===== src/rtl/multicycle_control_fsm.sv =====
// multicycle_control_fsm: multi-cycle MIPS control unit sequencing FETCH/DECODE/EXECUTE/MEM/WB per instruction, with retired-instruction counter
// Ports: clk, rst_n (sync, active low); opcode/funct from IR; zero from ALU; mem_ready memory handshake;
//   datapath controls ir_write, pc_write, pc_write_cond, pc_src, iord, mem_read, mem_write, mem_to_reg,
//   reg_dst, reg_write, alu_src_a, alu_src_b, alu_op; debug state; instr_cnt retired count.
// Option: define MCFSM_ILLEGAL_TRAP_EN to trap unknown opcodes in ILLEGAL (held until reset) instead of NOP.
module multicycle_control_fsm #(
  parameter int OPCODE_W = 6,
  parameter int ALUOP_W  = 2,
  parameter int CNT_W    = 16
) (
  input  logic                clk,
  input  logic                rst_n,
  input  logic [OPCODE_W-1:0] opcode,
  input  logic [OPCODE_W-1:0] funct,
  input  logic                zero,
  input  logic                mem_ready,
  output logic                ir_write,
  output logic                pc_write,
  output logic                pc_write_cond,
  output logic [1:0]          pc_src,
  output logic                iord,
  output logic                mem_read,
  output logic                mem_write,
  output logic                mem_to_reg,
  output logic [1:0]          reg_dst,
  output logic                reg_write,
  output logic                alu_src_a,
  output logic [1:0]          alu_src_b,
  output logic [ALUOP_W-1:0]  alu_op,
  output logic [3:0]          state,
  output logic [CNT_W-1:0]    instr_cnt
);
  typedef enum logic [3:0] {
    FETCH, DECODE, MEMADR, MEMRD, MEMWB, MEMWR, RTEX, RTWB,
    BRANCH, JUMP, ADDIEX, ADDIWB, JR, JALWB, ILLEGAL
  } state_t;
  localparam logic [OPCODE_W-1:0] OP_RT   = OPCODE_W'(6'h00);
  localparam logic [OPCODE_W-1:0] OP_J    = OPCODE_W'(6'h02);
  localparam logic [OPCODE_W-1:0] OP_JAL  = OPCODE_W'(6'h03);
  localparam logic [OPCODE_W-1:0] OP_BEQ  = OPCODE_W'(6'h04);
  localparam logic [OPCODE_W-1:0] OP_BNE  = OPCODE_W'(6'h05);
  localparam logic [OPCODE_W-1:0] OP_ADDI = OPCODE_W'(6'h08);
  localparam logic [OPCODE_W-1:0] OP_LW   = OPCODE_W'(6'h23);
  localparam logic [OPCODE_W-1:0] OP_SW   = OPCODE_W'(6'h2b);
  localparam logic [OPCODE_W-1:0] FN_JR   = OPCODE_W'(6'h08);
  state_t st, nxt;
  logic retire;
  // opcode captured in DECODE so later states do not depend on the IR staying stable
  logic [OPCODE_W-1:0] op_q;
  assign state = st;
  always_ff @(posedge clk) begin
    if (!rst_n) begin
      st        <= FETCH;
      instr_cnt <= '0;
      op_q      <= '0;
    end else begin
      st <= nxt;
      if (retire) instr_cnt <= instr_cnt + 1'b1;
      if (st == DECODE) op_q <= opcode;
    end
  end
  always_comb begin
    nxt           = st;
    retire        = 1'b0;
    ir_write      = 1'b0;
    pc_write      = 1'b0;
    pc_write_cond = 1'b0;
    pc_src        = 2'b00;
    iord          = 1'b0;
    mem_read      = 1'b0;
    mem_write     = 1'b0;
    mem_to_reg    = 1'b0;
    reg_dst       = 2'b00;
    reg_write     = 1'b0;
    alu_src_a     = 1'b0;
    alu_src_b     = 2'b00;
    alu_op        = ALUOP_W'(2'b00);
    case (st)
      FETCH: begin
        mem_read  = 1'b1;
        alu_src_b = 2'b01;
        ir_write  = mem_ready;
        pc_write  = mem_ready;
        nxt       = mem_ready ? DECODE : FETCH;
      end
      DECODE: begin
        alu_src_b = 2'b11;
        if (opcode == OP_LW || opcode == OP_SW) nxt = MEMADR;
        else if (opcode == OP_RT) nxt = funct == FN_JR ? JR : RTEX;
        else if (opcode == OP_BEQ || opcode == OP_BNE) nxt = BRANCH;
        else if (opcode == OP_ADDI) nxt = ADDIEX;
        else if (opcode == OP_J || opcode == OP_JAL) nxt = JUMP;
        else begin
`ifdef MCFSM_ILLEGAL_TRAP_EN
          nxt = ILLEGAL;
`else
          nxt    = FETCH;
          retire = 1'b1;
`endif
        end
      end
      MEMADR: begin
        alu_src_a = 1'b1;
        alu_src_b = 2'b10;
        nxt       = op_q == OP_SW ? MEMWR : MEMRD;
      end
      MEMRD: begin
        mem_read = 1'b1;
        iord     = 1'b1;
        nxt      = mem_ready ? MEMWB : MEMRD;
      end
      MEMWB: begin
        reg_write  = 1'b1;
        mem_to_reg = 1'b1;
        nxt        = FETCH;
        retire     = 1'b1;
      end
      MEMWR: begin
        mem_write = 1'b1;
        iord      = 1'b1;
        nxt       = mem_ready ? FETCH : MEMWR;
        retire    = mem_ready;
      end
      RTEX: begin
        alu_src_a = 1'b1;
        alu_op    = ALUOP_W'(2'b10);
        nxt       = RTWB;
      end
      RTWB: begin
        reg_write = 1'b1;
        reg_dst   = 2'b01;
        nxt       = FETCH;
        retire    = 1'b1;
      end
      ADDIEX: begin
        alu_src_a = 1'b1;
        alu_src_b = 2'b10;
        nxt       = ADDIWB;
      end
      ADDIWB: begin
        reg_write = 1'b1;
        nxt       = FETCH;
        retire    = 1'b1;
      end
      BRANCH: begin
        alu_src_a     = 1'b1;
        alu_op        = ALUOP_W'(2'b01);
        pc_src        = 2'b01;
        pc_write_cond = (op_q == OP_BEQ && zero) || (op_q == OP_BNE && !zero);
        nxt           = FETCH;
        retire        = 1'b1;
      end
      JUMP: begin
        pc_write = 1'b1;
        pc_src   = 2'b10;
        nxt      = op_q == OP_JAL ? JALWB : FETCH;
        retire   = op_q != OP_JAL;
      end
      JALWB: begin
        reg_write = 1'b1;
        reg_dst   = 2'b10;
        nxt       = FETCH;
        retire    = 1'b1;
      end
      JR: begin
        pc_write = 1'b1;
        pc_src   = 2'b11;
        nxt      = FETCH;
        retire   = 1'b1;
      end
      ILLEGAL: nxt = ILLEGAL;
      default: nxt = FETCH;
    endcase
  end
endmodule

===== config.mk =====
export PLATFORM = sky130hd
export DESIGN_NAME = multicycle_control_fsm
export DESIGN_NICKNAME = d
export VERILOG_FILES = /design/src/rtl/multicycle_control_fsm.sv
export SDC_FILE = /design/constraint.sdc
export NUM_CORES = 1
export LEC_CHECK = 0
export ABC_CLOCK_PERIOD_IN_PS = 5750
export BUFFER_PORTS_ARGS = -buffer_cell sky130_fd_sc_hd__buf_2
export CAP_MARGIN = 0
export CORE_MARGIN = 2
export CORE_UTILIZATION = 50
export CTS_CLUSTER_DIAMETER = 150
export CTS_CLUSTER_SIZE = 25
export DETAILED_ROUTE_END_ITERATION = 16
export GPL_TIMING_DRIVEN = 0
export PLACE_DENSITY = 0.79
export REMOVE_ABC_BUFFERS = 1
export SETUP_SLACK_MARGIN = 0.2
export SLEW_MARGIN = 40
export SYNTH_ARGS = -nofsm -noshare
export SYNTH_HDL_FRONTEND = slang
export SYNTH_SLANG_ARGS = --single-unit

===== constraint.sdc =====
create_clock -name clk -period 5.75 [get_ports clk]
set_input_delay 0.2875 -clock clk [delete_from_list [all_inputs] [get_ports clk]]
set_output_delay 0.2875 -clock clk [all_outputs]
set_load 0.005 [all_outputs]

==> results.toml <==
[yosys]
synth_flop_cell = "dfxtp_1"
yosys_register_bits = 26
async_reset_ff_frac = 0
yosysTopAreaCell = "dfxtp_1"
synth_top_area_share = 0.3217
syn_inst = 218
synth.avg_cell_area_um2 = 7.421
ys_types = 43
ys_seq_area_frac = 0.3217
yosys_warnings = 0
syn_area_um2 = 1618
synth_edf_count = 0
synth_area_leaders = "dfxtp_1, a21oi_1, nand2_1, nor2_1, or3_1"
netlist_top_cells_count = "dfxtp_1, nand2_1, a21oi_1, nor2_1, or3_1"

[min_path]
whs_path_depth = 3
min_to = "op_q[0]"
hold_class = "in -> reg"
holdCritStartpoint = "opcode[0]"

[route]
vias = 1731
routed_wl_mm = 3.848
drc = 0
first_pass_iters = 4
drtIter0Drc = 80
ant_nets = 0
vias_per_cell = 5.657
wire_per_inst_um = 12.58

[final_layout]
num_antenna_cells = 0
drive_gt1_frac = 0.2328
nets = 280
multiInputGateArea_um2 = 1033
area_delta_synth_final_pct = 20.42
num-fill-cells = 296
regArea_um2 = 520.5
fin_cells = 306
final_cell_area_um2 = 1948
final_util = 0.6329

[clock_tree]
cts_resized = 0
postCtsHoldBufs = 0
cts_tree = "yes"
insertion_delay_ps = 330
clock-root-buffer = "clkbuf_4"
cts_max_path_buffers = 2
clkSlewWorstSetupHoldPaths_ps = 150
cts_made_buffers = 3
postCtsSetupBuffers = 0
clkSinkCount = 26
htree_levels = 1

[worst_setup_path]
ff2ff_setup_slack_ps = 3040
endpoint_kind = "register"
r2r-start = "state[0]"
cp-start-kind = "register"
crit_path_max_incr_delay_ps = 690
worstPathArrival_ps = 2980
critPathKind = "reg -> reg"
worst_r2r_path_depth = 6
cp_cell_sequence = "or4b_1 -> a21oi_4 -> a221oi_4 -> buf_6 -> or4_1 -> a21oi_1"
crit_fanout = 17
rr_endpoint = "instr_cnt[13]"
worst_path_max_delay_cell = "dfxtp_1"
worstPathRequired_ps = 6020

[timing]
hold_viol_final = 0
fin_crit_sh = 0.4720
fin_setup_tns_ps = 0
timing.hold.ws_ps = 232.2
clock_skew_ps = 16.25
slew_viol_final = 0
rsz0062_at_grt = "false"
fmax_ghz = 0.3685
maxSlewHeadroom = 0.5189
min_period_ps = 2714
worstMarginPinSlew_ps = 720.7
setup_viol = 0

[run_status]
outcome = "complete, no violations"

[die]
core_um2 = 3078
design.die.area_um2 = 3706
fp.dieW_um = 60.88
initial_core_util = 0.5256
ios = 53
die_y_um = 60.88
num_rows = 20

[place]
place_area_um2 = 1896
port_buffers = 52
place.gp.congestion = 0.7908
dpl.cell_count = 302
dp_hpwl_mm = 2.824

[power]
power.density_nw_per_um2 = 187.6
vdd_drop_max_uv = 192.9
leakage_nw = 0.7766

[global_routing]
grt_antenna_before_repair = 0
grt_first_pass_wirelength_mm = 6.044
grt_max_degree = 24
grtUsageTotal = 0.2097
grt_pass1_vias = 1411
grt-ovfl-total = 0

[run]
maxCapViolations = 0
==> cell families (layout without fill, tap and decap cells) <==
kind of cell / after synthesis / in the layout / share of synthesized area
xor+xnor: 4 / 4 / 0.02166
buf+inv: 17 / 61 / 0.04640
flops: 26 / 26 / 0.3217
fa+ha+maj: 1 / 1 / 0.007733
simple gates: 108 / 108 / 0.3558
compound gates: 58 / 58 / 0.2220
mux: 4 / 4 / 0.02475
==> critical path: cells and delay by family (launching register included) <==
| family | cells | cell delay (ps) |
|---|---|---|
| AO/OA/AOI/OAI | 3 | 570 |
| flip-flops | 1 | 690 |
| AND/OR/NAND/NOR | 2 | 1190 |
| buffers and inverters | 1 | 200 |
==> registers in the layout, indices dropped and copies added (netlist names) <==
name,cells
op_q,6
instr_cnt,16
state,4
==> power breakdown <==
part	internal, W	switching, W	leakage, nW
sequential	0.000184	0.00000616	0.210
clock	0.0000705	0.0000548	0.0279
combinational	0.0000210	0.0000285	0.538
==> how the worst max path moves through the flow <==
| stage | start | to | slack [ps] | cells past startpoint |
|---|---|---|---|---|
| finish | state[0] | instr_cnt[13] | 3040 | 6 |
| floorplan | state[2] | instr_cnt[1] | 3250 | 5 |
| detailed placement | state[0] | instr_cnt[11] | 3090 | 6 |
| global route | state[0] | instr_cnt[11] | 2880 | 6 |
| global placement | state[2] | instr_cnt[1] | 2690 | 5 |
| CTS | state[0] | instr_cnt[11] | 3040 | 6 |
==> stage by stage <==
step	total power, W	setup slack (ps)
floorplan	0.0002215	3247
global placement	0.0002404	2688
detailed placement	0.0002437	3090
CTS	0.0003684	3035
global route	0.0003828	2876
finish	0.0003654	3036
==> per-layer routing <==
layer  track usage  wire (µm)
met1        0.2889       1888
met2        0.3518       1824
met3       0.03838        135
met4       0.02795          0
met5             0          0
==> placed cells by master, fill, tap and decap left out, types with 3 or more instances in the layout <==
cell      instances
buf_2            52
nand2_1          26
dfxtp_1          26
a21oi_1          24
nor2_1           23
or3_1            11
o21ai_1          10
nor3_1            7
nand3_1           7
o31ai_1           7
nand2b_1          5
and3_1            5
a31oi_1           5
inv_1             4
mux2i_1           4
or4_1             4
o21ai_0           4
nand4_1           3
clkbuf_4          3
==> cell type report <==
cell class / instances / area share
clock buffers: 3 / 0.01156
clock inverters: 1 / 0.01541
inverters: 4 / 0.007707
multi-input cells: 175 / 0.5305
flip-flops and latches: 26 / 0.2672
well taps: 44 / 0.02826
repair buffers: 53 / 0.1394
Power figures use the tool's default switching activity.
